## config.mk

```make
export PLATFORM = sky130hd
export DESIGN_NAME = spi_sclk_gen
export DESIGN_NICKNAME = d
export VERILOG_FILES = /design/src/rtl/spi_pkg.sv /design/src/rtl/div_counter.sv /design/src/rtl/spi_sclk_gen.sv
export SDC_FILE = /design/constraint.sdc
export NUM_CORES = 1
export LEC_CHECK = 0
export ABC_CLOCK_PERIOD_IN_PS = 4350
export BUFFER_PORTS_ARGS = -buffer_cell sky130_fd_sc_hd__buf_2
export CAP_MARGIN = 20
export CORE_UTILIZATION = 50
export CTS_BUF_LIST = sky130_fd_sc_hd__clkbuf_8
export DETAILED_ROUTE_END_ITERATION = 6
export GPL_ROUTABILITY_DRIVEN = 1
export PLACE_DENSITY_LB_ADDON = 0.08
export SETUP_SLACK_MARGIN = 0.5
export SLEW_MARGIN = 20
export SYNTH_ARGS = -nofsm -noshare
export SYNTH_HDL_FRONTEND = slang
export SYNTH_SLANG_ARGS = --single-unit
```

## constraint.sdc

```tcl
create_clock -name clk_in -period 4.35 [get_ports clk_in]
set_input_delay 0.435 -clock clk_in [delete_from_list [all_inputs] [get_ports clk_in]]
set_output_delay 0.435 -clock clk_in [all_outputs]
set_load 0.05 [all_outputs]
```

## src/rtl/spi_pkg.sv

```systemverilog
// Shared definitions for the SPI serial-clock generator.
// Holds the default counter widths and the FSM state type.
package spi_pkg;

  localparam int unsigned SPI_DIV_W = 8;
  localparam int unsigned SPI_CNT_W = 6;

  typedef enum logic {
    IDLE = 1'b0,
    RUN  = 1'b1
  } sclk_state_t;

endpackage : spi_pkg

```

## src/rtl/div_counter.sv

```systemverilog
// Half-period divide counter for the SCLK generator.
// Ports:
//   clk_in   - system clock
//   reset    - synchronous active-high reset
//   i_clear  - force count to zero
//   i_en     - count enable
//   i_max    - terminal value; count returns to zero after reaching it
//   o_tc_c   - combinational terminal-count flag (enabled and count == i_max)
module div_counter #(
  parameter int unsigned WIDTH = 8
) (
  input  logic             clk_in,
  input  logic             reset,
  input  logic             i_clear,
  input  logic             i_en,
  input  logic [WIDTH-1:0] i_max,
  output logic             o_tc_c
);

  logic [WIDTH-1:0] r_count;

  assign o_tc_c = i_en && (r_count == i_max);

  // Wraps at i_max, so the count never passes the latched terminal value.
  always_ff @(posedge clk_in) begin
    if (reset || i_clear) begin
      r_count <= '0;
    end else if (i_en) begin
      r_count <= o_tc_c ? '0 : r_count + WIDTH'(1);
    end
  end

endmodule : div_counter

```

## src/rtl/spi_sclk_gen.sv

```systemverilog
// SPI serial clock generator: emits bursts of num_bits SCLK cycles with a
// programmable half-period, plus lead/trail edge strobes for the shifter.
// Ports:
//   clk_in, reset          - system clock, synchronous active-high reset
//   div_half               - half-period in clk_in cycles minus 1
//   cpol                   - SCLK idle level
//   num_bits               - SCLK cycles per burst (0 = immediate done)
//   start                  - burst request, sampled only in IDLE
//   sclk                   - generated serial clock
//   lead_edge / trail_edge - strobes coincident with SCLK leaving / returning to idle
//   busy                   - burst in progress
//   done                   - one-cycle strobe at burst completion
module spi_sclk_gen #(
  parameter int unsigned DIV_W = spi_pkg::SPI_DIV_W,
  parameter int unsigned CNT_W = spi_pkg::SPI_CNT_W
) (
  input  logic             clk_in,
  input  logic             reset,
  input  logic [DIV_W-1:0] div_half,
  input  logic             cpol,
  input  logic [CNT_W-1:0] num_bits,
  input  logic             start,
  output logic             sclk,
  output logic             lead_edge,
  output logic             trail_edge,
  output logic             busy,
  output logic             done
);

  import spi_pkg::*;

  sclk_state_t      r_state;
  logic [DIV_W-1:0] r_div_half;
  logic             r_cpol;
  logic [CNT_W-1:0] r_num_bits;
  logic [CNT_W-1:0] r_bit_cnt;
  logic             r_sclk;
  logic             r_lead;
  logic             r_trail;
  logic             r_busy;
  logic             r_done;
  logic             w_run;
  logic             w_tc;

  assign w_run = (r_state == RUN);

  // Counter is held at zero in IDLE and free-runs against the latched divide in RUN.
  div_counter #(
    .WIDTH (DIV_W)
  ) u_div_counter (
    .clk_in  (clk_in),
    .reset   (reset),
    .i_clear (~w_run),
    .i_en    (w_run),
    .i_max   (r_div_half),
    .o_tc_c  (w_tc)
  );

  // FSM, SCLK toggling, edge strobes and trail-edge bit counter.
  always_ff @(posedge clk_in) begin
    if (reset) begin
      r_state    <= IDLE;
      r_div_half <= '0;
      r_cpol     <= 1'b0;
      r_num_bits <= '0;
      r_bit_cnt  <= '0;
      r_sclk     <= cpol;
      r_lead     <= 1'b0;
      r_trail    <= 1'b0;
      r_busy     <= 1'b0;
      r_done     <= 1'b0;
    end else begin
      r_lead  <= 1'b0;
      r_trail <= 1'b0;
      r_done  <= 1'b0;
      case (r_state)
        IDLE: begin
          r_sclk    <= cpol;
          r_bit_cnt <= '0;
          if (start) begin
            if (num_bits != '0) begin
              r_div_half <= div_half;
              r_cpol     <= cpol;
              r_num_bits <= num_bits;
              r_state    <= RUN;
              r_busy     <= 1'b1;
            end else begin
              r_done <= 1'b1;
            end
          end
        end
        RUN: begin
          if (w_tc) begin
            r_sclk <= ~r_sclk;
            // Currently at idle level -> this toggle leaves it.
            if (r_sclk == r_cpol) begin
              r_lead <= 1'b1;
            end else begin
              r_trail <= 1'b1;
              if (r_bit_cnt == r_num_bits - CNT_W'(1)) begin
                r_bit_cnt <= '0;
                r_state   <= IDLE;
                r_busy    <= 1'b0;
                r_done    <= 1'b1;
              end else begin
                r_bit_cnt <= r_bit_cnt + CNT_W'(1);
              end
            end
          end
        end
        default: r_state <= IDLE;
      endcase
    end
  end

  assign sclk       = r_sclk;
  assign lead_edge  = r_lead;
  assign trail_edge = r_trail;
  assign busy       = r_busy;
  assign done       = r_done;

endmodule : spi_sclk_gen

```

---- Word level (Yosys, flattened, before mapping) ----
Index checks and enable logic that the tools add are counted.
operators by class
  $add $sub $neg .......................... 3
  equal/unequal tests ..................... 9
  multiplexer cells ....................... 28
  bitwise gates (word level) .............. 3
  reduce and logical (&&, ||, !) cells .... 7
operator list
  operator                                          number
  2-to-1 mux 1 bit                                  19
  2-to-1 mux 6 bit                                  3
  one-hot mux 6 bit (2 select lines)                1
  adder 8 x 1 -> 8 bit, second input constant       1
  == test 8 bit                                     1
  2-to-1 mux 8 bit                                  1
  one-hot mux 1 bit (2 select lines)                4
  adder 6 x 1 -> 6 bit, second input constant       1
  == test 6 bit                                     1
  != test 2 bit, second input constant              3
  nonzero test 6 bit                                1
  subtractor 6 x 1 -> 6 bit, second input constant  1
  AND reduction 5 bit                               1
  != test 2 x 1 -> 1 bit, second input constant     2
  != test 3 x 2 -> 1 bit, second input constant     1
  NOT 1 bit                                         3
  AND reduction 3 bit                               1
  OR reduction 3 bit                                1
  AND reduction 2 bit                               1
  == test 1 bit                                     1
  logical AND 1 bit                                 1
  logical OR 1 bit                                  1
storage, ports and cells
  bits in registers ....................... 35
  output and inout port bits .............. 5
  logic and storage cells ................. 61

---- Logic depth before layout (Yosys ltp) ----
Gate-level depths: netlist (run 1).
  depth after elaboration ................. 6
  depth in mapped cells ................... 7
  gate-level depth less buffers ........... 7

---- Modules after synthesis ----
From an unflattened synthesis (run 1), not the netlist that was laid out.
unflattened totals
  cells, all modules ...................... 198
  area total of the unflattened synthesis .. 1700.4 um2
modules (own cells, without submodules)
  module        times used  cells an instance  area each (um2)
  spi_sclk_gen  1           147                1239.9
  div_counter   1           51                 460.4

---- Least setup slack after synthesis (run 1) ----
No wires, ideal clock.
  path kind ............................... flip-flop to flip-flop
  start ................................... register u_div_counter.r_count[1]
  end ..................................... register r_bit_cnt[3]
  setup time .............................. 70 ps
  arrival ................................. 1830 ps
  required time ........................... 4280 ps
  setup slack ............................. 2450 ps
  cell stages (with the launch flop) ...... 6
  path buffers ............................ 0
  period minus slack after synthesis ...... 1900 ps
  cells stage by stage .................... dfxtp_1 xor2_1 or4_1 o31a_1 or3_1 a21oi_1
between the ends
  word-level cells in the longest chain between the ends .. 4
ends and longest elaborated chain
  item                              RTL line             RTL
  start, declared                   div_counter.sv:20    logic [WIDTH-1:0] r_count;
  start signal, assigned            div_counter.sv:29    r_count <= o_tc_c ? '0 : r_count + WIDTH'(1);
  == test 8 bit                     div_counter.sv:22    assign o_tc_c = i_en && (r_count == i_max);
  logical AND 1 bit                 div_counter.sv:22
  != test 2 x 1 -> 1 bit (no line)  n/a
  AND reduction 2 bit (no line)     n/a
  end signal, assigned              spi_sclk_gen.sv:106  r_bit_cnt <= r_bit_cnt + CNT_W'(1);
  end, declared                     spi_sclk_gen.sv:36   logic [CNT_W-1:0] r_bit_cnt;
No other way between the ends.
A chain may end at the register's enable or synchronous reset.

---- Worst setup path after layout (run 1) ----
Same ends and word-level chain as after synthesis.

==> results of run 1 <==
-- routing by layer --
layer	vias to the layer above	track usage	wire length (microns)
li1	706	-	-
met3	6	0.06027	131
met2	32	0.3103	1438
met5	-	0	0
met1	609	0.3077	1740
met4	0	0.1088	61
-- area by class of cell --
type                    instances  share of cell area
clock inverters                 3             0.03562
repair buffers                 22             0.05914
inverters                       6             0.01210
multi-input cells             146              0.4449
well taps                      44             0.02957
clock buffers                   5             0.03696
flip-flops and latches         35              0.3817
-- how the worst max path moves through the flow --
| stage | from | to | slack [ns] | cells after the start |
|---|---|---|---|---|
| after detailed placement | u_div_counter.r_count[1] | r_bit_cnt[3] | 2.31 | 5 |
| after global placement | u_div_counter.r_count[1] | r_bit_cnt[3] | 2.33 | 5 |
| after floorplan | u_div_counter.r_count[1] | r_bit_cnt[3] | 2.45 | 5 |
| after global routing | u_div_counter.r_count[0] | r_state | 2.07 | 5 |
| after CTS | u_div_counter.r_count[1] | r_bit_cnt[3] | 2.28 | 5 |
| final | u_div_counter.r_count[1] | r_bit_cnt[3] | 2.28 | 5 |
-- power by group through the flow --
stage | clock network (mW) | registers, mW | logic, mW
6_report | 0.348 | 0.352 | 0.103
3_5_place_dp | 0 | 0.359 | 0.102
3_3_place_gp | 0 | 0.358 | 0.0990
2_1_floorplan | 0 | 0.365 | 0.0674
5_1_grt | 0.366 | 0.354 | 0.114
4_1_cts | 0.353 | 0.352 | 0.102
-- logic make-up (layout without fill, tap and decap cells) --
| kind of cell | Yosys count | after routing |
|---|---|---|
| fa+ha+maj | 3 | 3 |
| flops | 35 | 35 |
| buf+inv | 11 | 36 |
| xor+xnor | 21 | 21 |
| compound gates | 38 | 38 |
| simple gates | 84 | 84 |
-- Yosys cell counts (all sizes together) --
master	instances
edfxtp	1
nand3	6
or4	2
or3	4
xor2	16
nor3b	1
and3	4
o31ai	1
nor2	14
nor3	4
a21o	2
clkbuf	5
o31a	1
nand4	1
dfxtp	34
nor4	3
and4	1
nor2b	2
xnor2	5
nand2	38
a211oi	1
a21oi	22
a22oi	1
o21ai	6
ha	3
o22ai	1
o2111ai	1
nand2b	3
and2	1
inv	6
o211ai	2
-- flip-flops by register name, indices dropped and copies added (netlist names) --
register	flops
lead_edge	1
busy	1
trail_edge	1
r_div_half	8
r_cpol	1
r_state	1
done	1
r_bit_cnt	6
sclk	1
r_num_bits	6
u_div_counter.r_count	8
-- layout by cell type (no fill, tap or decap), types with 2 or more instances in the layout --
cell and instances:
and3_1 3, or3_1 4, bufinv_16 2, clkbuf_8 5, nor3_1 4, or4_1 2, nor2_1 14, inv_1 6
xor2_1 16, o21ai_0 6, a21o_1 2, o211ai_1 2, nand2_1 38, buf_2 22, a21oi_1 22, xnor2_1 5
nand3_1 6, ha_1 3, nor4_1 3, nand2b_1 3, nor2b_1 2, dfxtp_1 34
-- through the flow --
| step | total power [mW] | hold slack [ns] | std cells | util |
|---|---|---|---|---|
| 5_1_grt | 0.8336 | 0.3878 | 261 | 0.6149 |
| 4_1_cts | 0.8072 | 0.3711 | 261 | 0.6149 |
| 3_5_place_dp | 0.4609 | 0.4694 | 253 | 0.5702 |
| 6_report | 0.8035 | 0.3760 | 261 | 0.6149 |
| 3_3_place_gp | 0.4573 | 0.4601 | 253 | 0.5702 |
| 2_1_floorplan | 0.4325 | 0.4478 | 192 | - |
-- critical path: cells and delay by family (launching register included) --
| kind | cells | cell delay [ns] |
|---|---|---|
| flip-flops | 1 | 0.37 |
| XOR/XNOR | 1 | 0.19 |
| AO/OA/AOI/OAI | 2 | 0.53 |
| AND/OR/NAND/NOR | 2 | 0.92 |
==> out/results.tsv, run 1 <==
metric	value	unit
synth_mux_area_frac	0	
ff_latch_area	710.7	sq um
start_util	0.5219	
critPathCaptureType	flip-flop	
grt_pass1_vias	1228	
postCtsSetupRepairBufs	0	
port_buffers	22	
diodes	0	
first_iter_violations	35	
core	0.003028	sq mm
p_per_area	431.6	mW/mm^2
whs_endpoint	r_div_half[0]	
layout_min_cycle_time	2.073	ns
yosysTopAreaCell	dfxtp_1	
synth_fa_ha_area_frac	0.02375	
overflow	0	
ff2ff_path_depth	5	
die_area	0.003390	sq mm
setup.worst_path.start_class	flip-flop	
setup_tns	0	ns
wl_per_cell	12.92	microns
fp.dieW	58.22	microns
avgSynthCellArea	8.231	sq um
ys_ff_latch	35	
synth_seq_area_share	0.4497	
finalHoldViolCount	0	
syn_area	0.001580	sq mm
fin_area	0.001862	sq mm
synth_top_area_frac	0.4307	
fmax	0.4823	GHz
place_ws	2.307	ns
rows	20	
hold_depth	3	
switching_share	0.2492	
syn-num-nets	213	
vias	1353	
ir_drop	0.0002739	V
cp_slowest_cell	or4_1	
drive_gt1_frac	0.1429	
synth_compound_area_frac	0.1370	
multiInputGateArea	828.3	sq um
comb_power_share	0.128	
hold_buffers	0	
drc	0	
critical-path-max-stage-delay	0.56	ns
fillers	289	
hp-start	div_half[0]	
cts_buffers	5	
fin_ws	2.277	ns
p_switching	0.2002	mW
grt_pass1_wl	5540	microns
seqPwrFrac	0.438	
synth_cells	192	
status	completed	
clkSlewWorstSetupHoldPaths	0.07	ns
cp_data_arrival_time	2.30	ns
required	4.57	ns
p_clk_frac	0.434	
synth-xor-area-share	0.1164	
antenna_found_initial	0	
gp_congestion	0.9088	
postRouteAntennaNets	0	
synthTopCellsByArea	dfxtp_1, nand2_1, xor2_1	
fin_nets	237	
yosysUniqueCellTypes	32	
leakage	0.7873	nW
viasPerCell	5.184	
p_int	0.6033	mW
synth_top_family_by_area	simple AND/OR/NAND/NOR gates	
reg2reg_slack	2.28	ns
cts_tree	built	
pin_count	23	
cts_resized	0	
reg2reg_to	r_bit_cnt[3]	
worstSkewPairLatency	0.29	ns
root_buffer	clkbuf_8	
holdCritPathClass	input pin to flip-flop	
finalSetupViolCount	0	
placed_area	0.001727	sq mm
rsz0062_at_grt	false	
cts.path.max_buffers	2	
first_pass_iters	4	
synthSimpleGateAreaFrac	0.2470	
maxSlewViolCount	0	
slew_headroom	0.6191	
finalWirelength	3372	microns
finClkSkew	0.007358	ns
cp_max_fo	8	
htreeDepth	2	
grt_max_degree	21	
criticalPathCategory	flip-flop to flip-flop	
maxCapViolCount	0	
post-route-period-util	0.4767	
area_growth	17.81	%
crit_chain	xor2_1, or4_1, o31a_1, or3_1, a21oi_1	
grt_util_all_layers	0.2198	
tightest_slew	0.5665	ns
cts_num_sinks	35	
dp_hpwl	2438	microns
r2r-start	u_div_counter.r_count[1]	
yosysWarnings	0	
die_h	58.22	microns
No activity file was read; power rests on OpenSTA's default activity.
==> run 2: changes to the inputs <==
--- a/config.mk
+++ b/config.mk
@@ -5,7 +5,7 @@
 export SDC_FILE = /design/constraint.sdc
 export NUM_CORES = 1
 export LEC_CHECK = 0
-export ABC_CLOCK_PERIOD_IN_PS = 4350
+export ABC_CLOCK_PERIOD_IN_PS = 1700
 export BUFFER_PORTS_ARGS = -buffer_cell sky130_fd_sc_hd__buf_2
 export CAP_MARGIN = 20
 export CORE_UTILIZATION = 50
==> constraint.sdc (replaced) <==
create_clock -name clk_in -period 1.7 [get_ports clk_in]
set_input_delay 0.17 -clock clk_in [delete_from_list [all_inputs] [get_ports clk_in]]
set_output_delay 0.17 -clock clk_in [all_outputs]
set_load 0.05 [all_outputs]
==> run 2 against run 1 <==
  * The run now ends with negative setup slack left
  * Wire length increased by 3.1%
  * Largest cell class unchanged
  * Cell count up 6.1%
  * Design area up 8.1%
==> out/results.tsv, run 2 (same netlist as run 1, synthesis figures left out) <==
metric	value	unit	change
final_cell_mix	nand2_1, dfxtp_1, buf_2, a21oi_1, buf_4		was nand2_1, dfxtp_1, a21oi_1, buf_2, xor2_1
status	finished, violations left		was completed
finClkSkew	0.01028	ns	was 0.007358 ns
gp_congestion	0.9062		was 0.9088
fp.dieW	58.22	microns	unchanged
wl_per_cell	12.55	microns	was 12.92 microns
rows	20		unchanged
post-route-period-util	1.148		was 0.4767
switching_share	0.3022		was 0.2492
final_util	0.6645		was 0.6149
cts_num_sinks	35		unchanged
die_h	58.22	microns	unchanged
area_growth	27.32	%	was 17.81%
cp_max_fo	8		unchanged
mostFrequentLayoutCell	nand2_1		unchanged
leakage	0.8499	nW	was 0.7873 nW
p_per_area	931.4	mW/mm^2	was 431.6 mW/mm^2
worstSkewPairLatency	0.30	ns	was 0.29 ns
grt_max_degree	21		unchanged
postRouteAntennaNets	0		unchanged
fmax	0.5124	GHz	was 0.4823 GHz
violations	negative setup slack		
required	1.93	ns	was 4.57 ns
dp_hpwl	2543	microns	was 2438 microns
maxCapViolCount	0		unchanged
p_switching	0.5663	mW	was 0.2002 mW
core	0.003028	sq mm	unchanged
fin_nets	253		was 237
port_buffers	22		unchanged
finalHoldViolCount	0		unchanged
htreeDepth	2		unchanged
seqPwrFrac	0.480		was 0.438
cts_tree	built		unchanged
antenna_found_initial	0		unchanged
fin_area	0.002012	sq mm	was 0.001862 sq mm
first_pass_iters	4		unchanged
drc	0		unchanged
p_clk_frac	0.334		was 0.434
viasPerCell	5.267		was 5.184
root_buffer	clkbuf_8		unchanged
dpl.cell_count	268		was 253
comb_power_share	0.186		was 0.128
grt_util_all_layers	0.2270		was 0.2198
grt_pass1_wl	5699	microns	was 5540 microns
finalWirelength	3476	microns	was 3372 microns
cts.path.max_buffers	2		unchanged
clkSlewWorstSetupHoldPaths	0.08	ns	was 0.07 ns
pin_count	23		unchanged
vias	1459		was 1353
ir_drop	0.0006421	V	was 0.0002739 V
first_iter_violations	68		was 35
fin_ws	-0.2518	ns	was 2.277 ns
fin_cells	277		was 261
slew_headroom	0.6573		was 0.6191
finalSetupViolCount	8		was 0
tightest_slew	0.5140	ns	was 0.5665 ns
drive_gt1_frac	0.2790		was 0.1429
holdCritPathClass	input pin to flip-flop		unchanged
rsz0062_at_grt	true		was false
overflow	0		unchanged
placed_area	0.001866	sq mm	was 0.001727 sq mm
maxSlewViolCount	0		unchanged
cp_data_arrival_time	2.18	ns	was 2.30 ns
grt_pass1_vias	1316		was 1228
die_area	0.003390	sq mm	unchanged
top_regs	r_div_half x8, u_div_counter.r_count x8		unchanged
critPathCaptureType	flip-flop		unchanged
layout_min_cycle_time	1.952	ns	was 2.073 ns
criticalPathCategory	flip-flop to flip-flop		unchanged
diodes	0		unchanged
setup.worst_path.start_class	flip-flop		unchanged
place_ws	-0.2193	ns	was 2.307 ns
cts_buffers	5		unchanged
whs	0.1003	ns	was 0.3760 ns
start_util	0.5219		unchanged
p_int	1.308	mW	was 0.6033 mW
-- run 2: cell count changes in the layout (fill, tap and decap cells not counted), sizes merged --
cell,delta
bufinv,-2
inv,+1
clkinvlp,+1
buf,+16
-- run 2: metal layers --
layer  GRT usage  share of wire  vias to the layer above
met3     0.07366          0.052                        9
met4      0.1020          0.025                        0
met1      0.3053           0.48                      678
met5           0              0                        -
li1            -              -                      736
met2      0.3317           0.44                       36
-- run 2: cell type report --
| class | instances | area, sq um |
|---|---|---|
| repair buffers | 38 | 232.7 |
| fillers | 258 | 1016 |
| multi-input cells | 146 | 890.9 |
| well taps | 44 | 55.05 |
| clock inverters | 3 | 22.52 |
| clock buffers | 5 | 68.82 |
| flip-flops and latches | 35 | 719.4 |
| inverters | 6 | 22.52 |
-- run 2: critical path, stage by stage (launching register included) --
cell and delay (ns):
dfxtp_2 0.34, xor2_1 0.17, or4_4 0.54, o31a_1 0.38, or3_1 0.34, a21oi_2 0.11
-- run 2: worst paths after layout --
check / from / endpoint / slack, ns / cells after the start
worst max-delay path: u_div_counter.r_count[1] / r_bit_cnt[5] / -0.25 / 5
worst min-delay path: div_half[4] / r_div_half[4] / 0.10 / 3
worst max register to register: u_div_counter.r_count[1] / r_bit_cnt[5] / -0.25 / 5
worst min register to register: r_div_half[0] / r_div_half[0] / 0.46 / 2
-- run 2: repair_timing --
| item | in CTS | in global routing |
|---|---|---|
| buffers inserted | 0 | 1 |
| resized for setup | 5 | 11 |
| pin swaps | 0 | 1 |
| setup endpoints to repair | 35 | 33 |
| hold buffers | 0 | 0 |
-- run 2: power by group through the flow --
stage | Combinational [mW] | Clock, mW | Sequential (mW)
after floorplan | 0.186 | 0 | 0.937
after global placement | 0.311 | 0 | 0.915
after detailed placement | 0.320 | 0 | 0.917
after CTS | 0.325 | 0.634 | 0.898
after global routing | 0.383 | 0.670 | 0.905
final | 0.349 | 0.626 | 0.899
-- run 2: per-stage QoR --
stage          setup TNS [ns]  total power, mW
2_1_floorplan         -0.5363            1.122
3_3_place_gp          -0.7501            1.227
3_5_place_dp          -0.8744            1.237
4_1_cts                -1.012            1.858
5_1_grt                -1.823            1.958
6_report               -1.185            1.874
==> run 3: changes to the inputs <==
--- a/config.mk
+++ b/config.mk
@@ -9,7 +9,6 @@
 export BUFFER_PORTS_ARGS = -buffer_cell sky130_fd_sc_hd__buf_2
 export CAP_MARGIN = 20
 export CORE_UTILIZATION = 50
-export CTS_BUF_LIST = sky130_fd_sc_hd__clkbuf_8
 export DETAILED_ROUTE_END_ITERATION = 6
 export GPL_ROUTABILITY_DRIVEN = 1
 export PLACE_DENSITY_LB_ADDON = 0.08
==> run 3 against run 2 <==
  * The run still ends with negative setup slack left
  * Via count fell by 1.2%
  * Setup slack got worse by 0.022 ns
  * Design area fell by 2.5%
  * Sequential share of layout area rose by 0.78 points
  * Hold slack got worse by 0.067 ns
  * Global-route usage fell by 0.19 points
==> out/results.tsv, run 3 (same netlist as run 1, synthesis figures left out) <==
metric	value	unit	change
fin_ws	-0.2735	ns	was -0.2518 ns
rsz0062_at_grt	true		unchanged
die_h	58.22	microns	unchanged
pin_count	23		unchanged
final_cell_mix	nand2_1, dfxtp_1, a21oi_1, buf_2		was nand2_1, dfxtp_1, buf_2, a21oi_1, buf_4
grt_max_degree	21		unchanged
critPathCaptureType	flip-flop		unchanged
wl_per_cell	12.42	microns	was 12.55 microns
finalWirelength	3429	microns	was 3476 microns
criticalPathCategory	flip-flop to flip-flop		unchanged
cp_data_arrival_time	2.26	ns	was 2.18 ns
area_growth	24.15	%	was 27.32%
layout_min_cycle_time	1.973	ns	was 1.952 ns
cts_tree	built		unchanged
cp_max_fo	8		unchanged
dp_hpwl	2543	microns	unchanged
cts.path.max_buffers	2		unchanged
finalHoldViolCount	0		unchanged
violations	negative setup slack		unchanged
finalSetupViolCount	15		was 8
viasPerCell	5.221		was 5.267
p_per_area	878.7	mW/mm^2	was 931.4 mW/mm^2
drive_gt1_frac	0.2629		was 0.2790
ir_drop	0.0006106	V	was 0.0006421 V
overflow	0		unchanged
worstSkewPairLatency	0.36	ns	was 0.30 ns
postRouteAntennaNets	0		unchanged
first_pass_iters	4		unchanged
place_ws	-0.2193	ns	unchanged
required	1.99	ns	was 1.93 ns
cts_num_sinks	35		unchanged
setup.worst_path.start_class	flip-flop		unchanged
top_regs	r_div_half x8, u_div_counter.r_count x8		unchanged
hp-start	div_half[4]		unchanged
mostFrequentLayoutCell	nand2_1		unchanged
start_util	0.5219		unchanged
fmax	0.5067	GHz	was 0.5124 GHz
port_buffers	22		unchanged
critPathLaunch	u_div_counter.r_count[1]		unchanged
rows	20		unchanged
cp_slowest_cell	or4_4		unchanged
post-route-period-util	1.161		was 1.148
hold_buffers	0		unchanged
finClkSkew	0.01707	ns	was 0.01028 ns
maxCapViolCount	0		unchanged
status	finished, violations left		unchanged
first_iter_violations	48		was 68
fin_nets	252		was 253
leakage	0.8311	nW	was 0.8499 nW
crit_chain	xor2_1, or4_4, o31a_1, or3_1, a21oi_2		unchanged
grt_pass1_vias	1310		was 1316
clkSlewWorstSetupHoldPaths	0.12	ns	was 0.08 ns
antenna_found_initial	0		unchanged
fin_area	0.001962	sq mm	was 0.002012 sq mm
r2r-start	u_div_counter.r_count[1]		unchanged
diodes	0		unchanged
whs	0.03283	ns	was 0.1003 ns
gp_congestion	0.9062		unchanged
die_area	0.003390	sq mm	unchanged
core	0.003028	sq mm	unchanged
critical-path-max-stage-delay	0.54	ns	about the same
vias	1441		was 1459
htreeDepth	2		unchanged
tightest_slew	0.4152	ns	was 0.5140 ns
grt_pass1_wl	5658	microns	was 5699 microns
holdCritPathClass	input pin to flip-flop		unchanged
slew_headroom	0.7207		was 0.6573
cts_buffers	5		unchanged
placed_area	0.001866	sq mm	unchanged
fp.dieW	58.22	microns	unchanged
grt_util_all_layers	0.2251		was 0.2270
setup_tns	-1.895	ns	was -1.185 ns
maxSlewViolCount	0		unchanged
drc	0		unchanged
root_buffer	clkbuf_4		was clkbuf_8
[run 3: cell types whose count changed in the layout (fill, tap and decap cells not counted), moves of 2 or more]
cell	before	now
clkbuf_4	0	6
clkbuf_8	5	0
buf_4	17	15
dfxtp_1	27	29
dfxtp_2	7	5
[run 3: area by class of cell]
cell class	count	area [sq um]
repair buffers	37	231.5
inverters	6	22.52
fillers	268	1066
flip-flops and latches	35	716.9
multi-input cells	146	875.8
clock inverters	3	22.52
clock buffers	5	37.54
well taps	44	55.05
[run 3: worst max-delay path, delay by kind of cell, from the launching register on]
family / cells / cell delay, ns
DFF: 1 / 0.35
xor gates and xnor gates: 1 / 0.18
AOI/OAI and AO/OA: 2 / 0.49
and+or+nand+nor: 2 / 0.88
[run 3: metal layers]
layer	vias to the layer above	part of all wire	global-route usage
met5	-	0	0
met3	11	0.051	0.05357
met1	657	0.49	0.3053
met4	0	0.031	0.1327
li1	732	-	-
met2	41	0.43	0.3251
[run 3: final timing paths]
check / cells past startpoint / slack [ns] / end
setup reg to reg: 5 / -0.27 / r_bit_cnt[5]
hold / removal: 3 / 0.03 / r_div_half[4]
setup / recovery: 5 / -0.27 / r_bit_cnt[5]
hold reg to reg: 2 / 0.47 / r_div_half[0]
[run 3: through the flow]
step           utilization  std cells  power [mW]
2_1_floorplan            -        192       1.122
3_3_place_gp        0.6161        268       1.227
3_5_place_dp        0.6161        268       1.237
4_1_cts             0.6409        276       1.718
5_1_grt             0.6479        276       1.804
6_report            0.6479        276       1.724
[run 3: timing repair]
item | CTS | global route
setup buffers | 0 | 0
pin swaps | 0 | 1
gates resized for setup | 6 | 7
setup endpoints to repair | 36 | 31
[run 3: power breakdown]
part | internal (mW) | switching (mW) | total (mW)
clock | 0.167 | 0.315 | 0.482
combinational | 0.149 | 0.193 | 0.342
sequential | 0.864 | 0.0358 | 0.900
total | 1.18 | 0.544 | 1.72
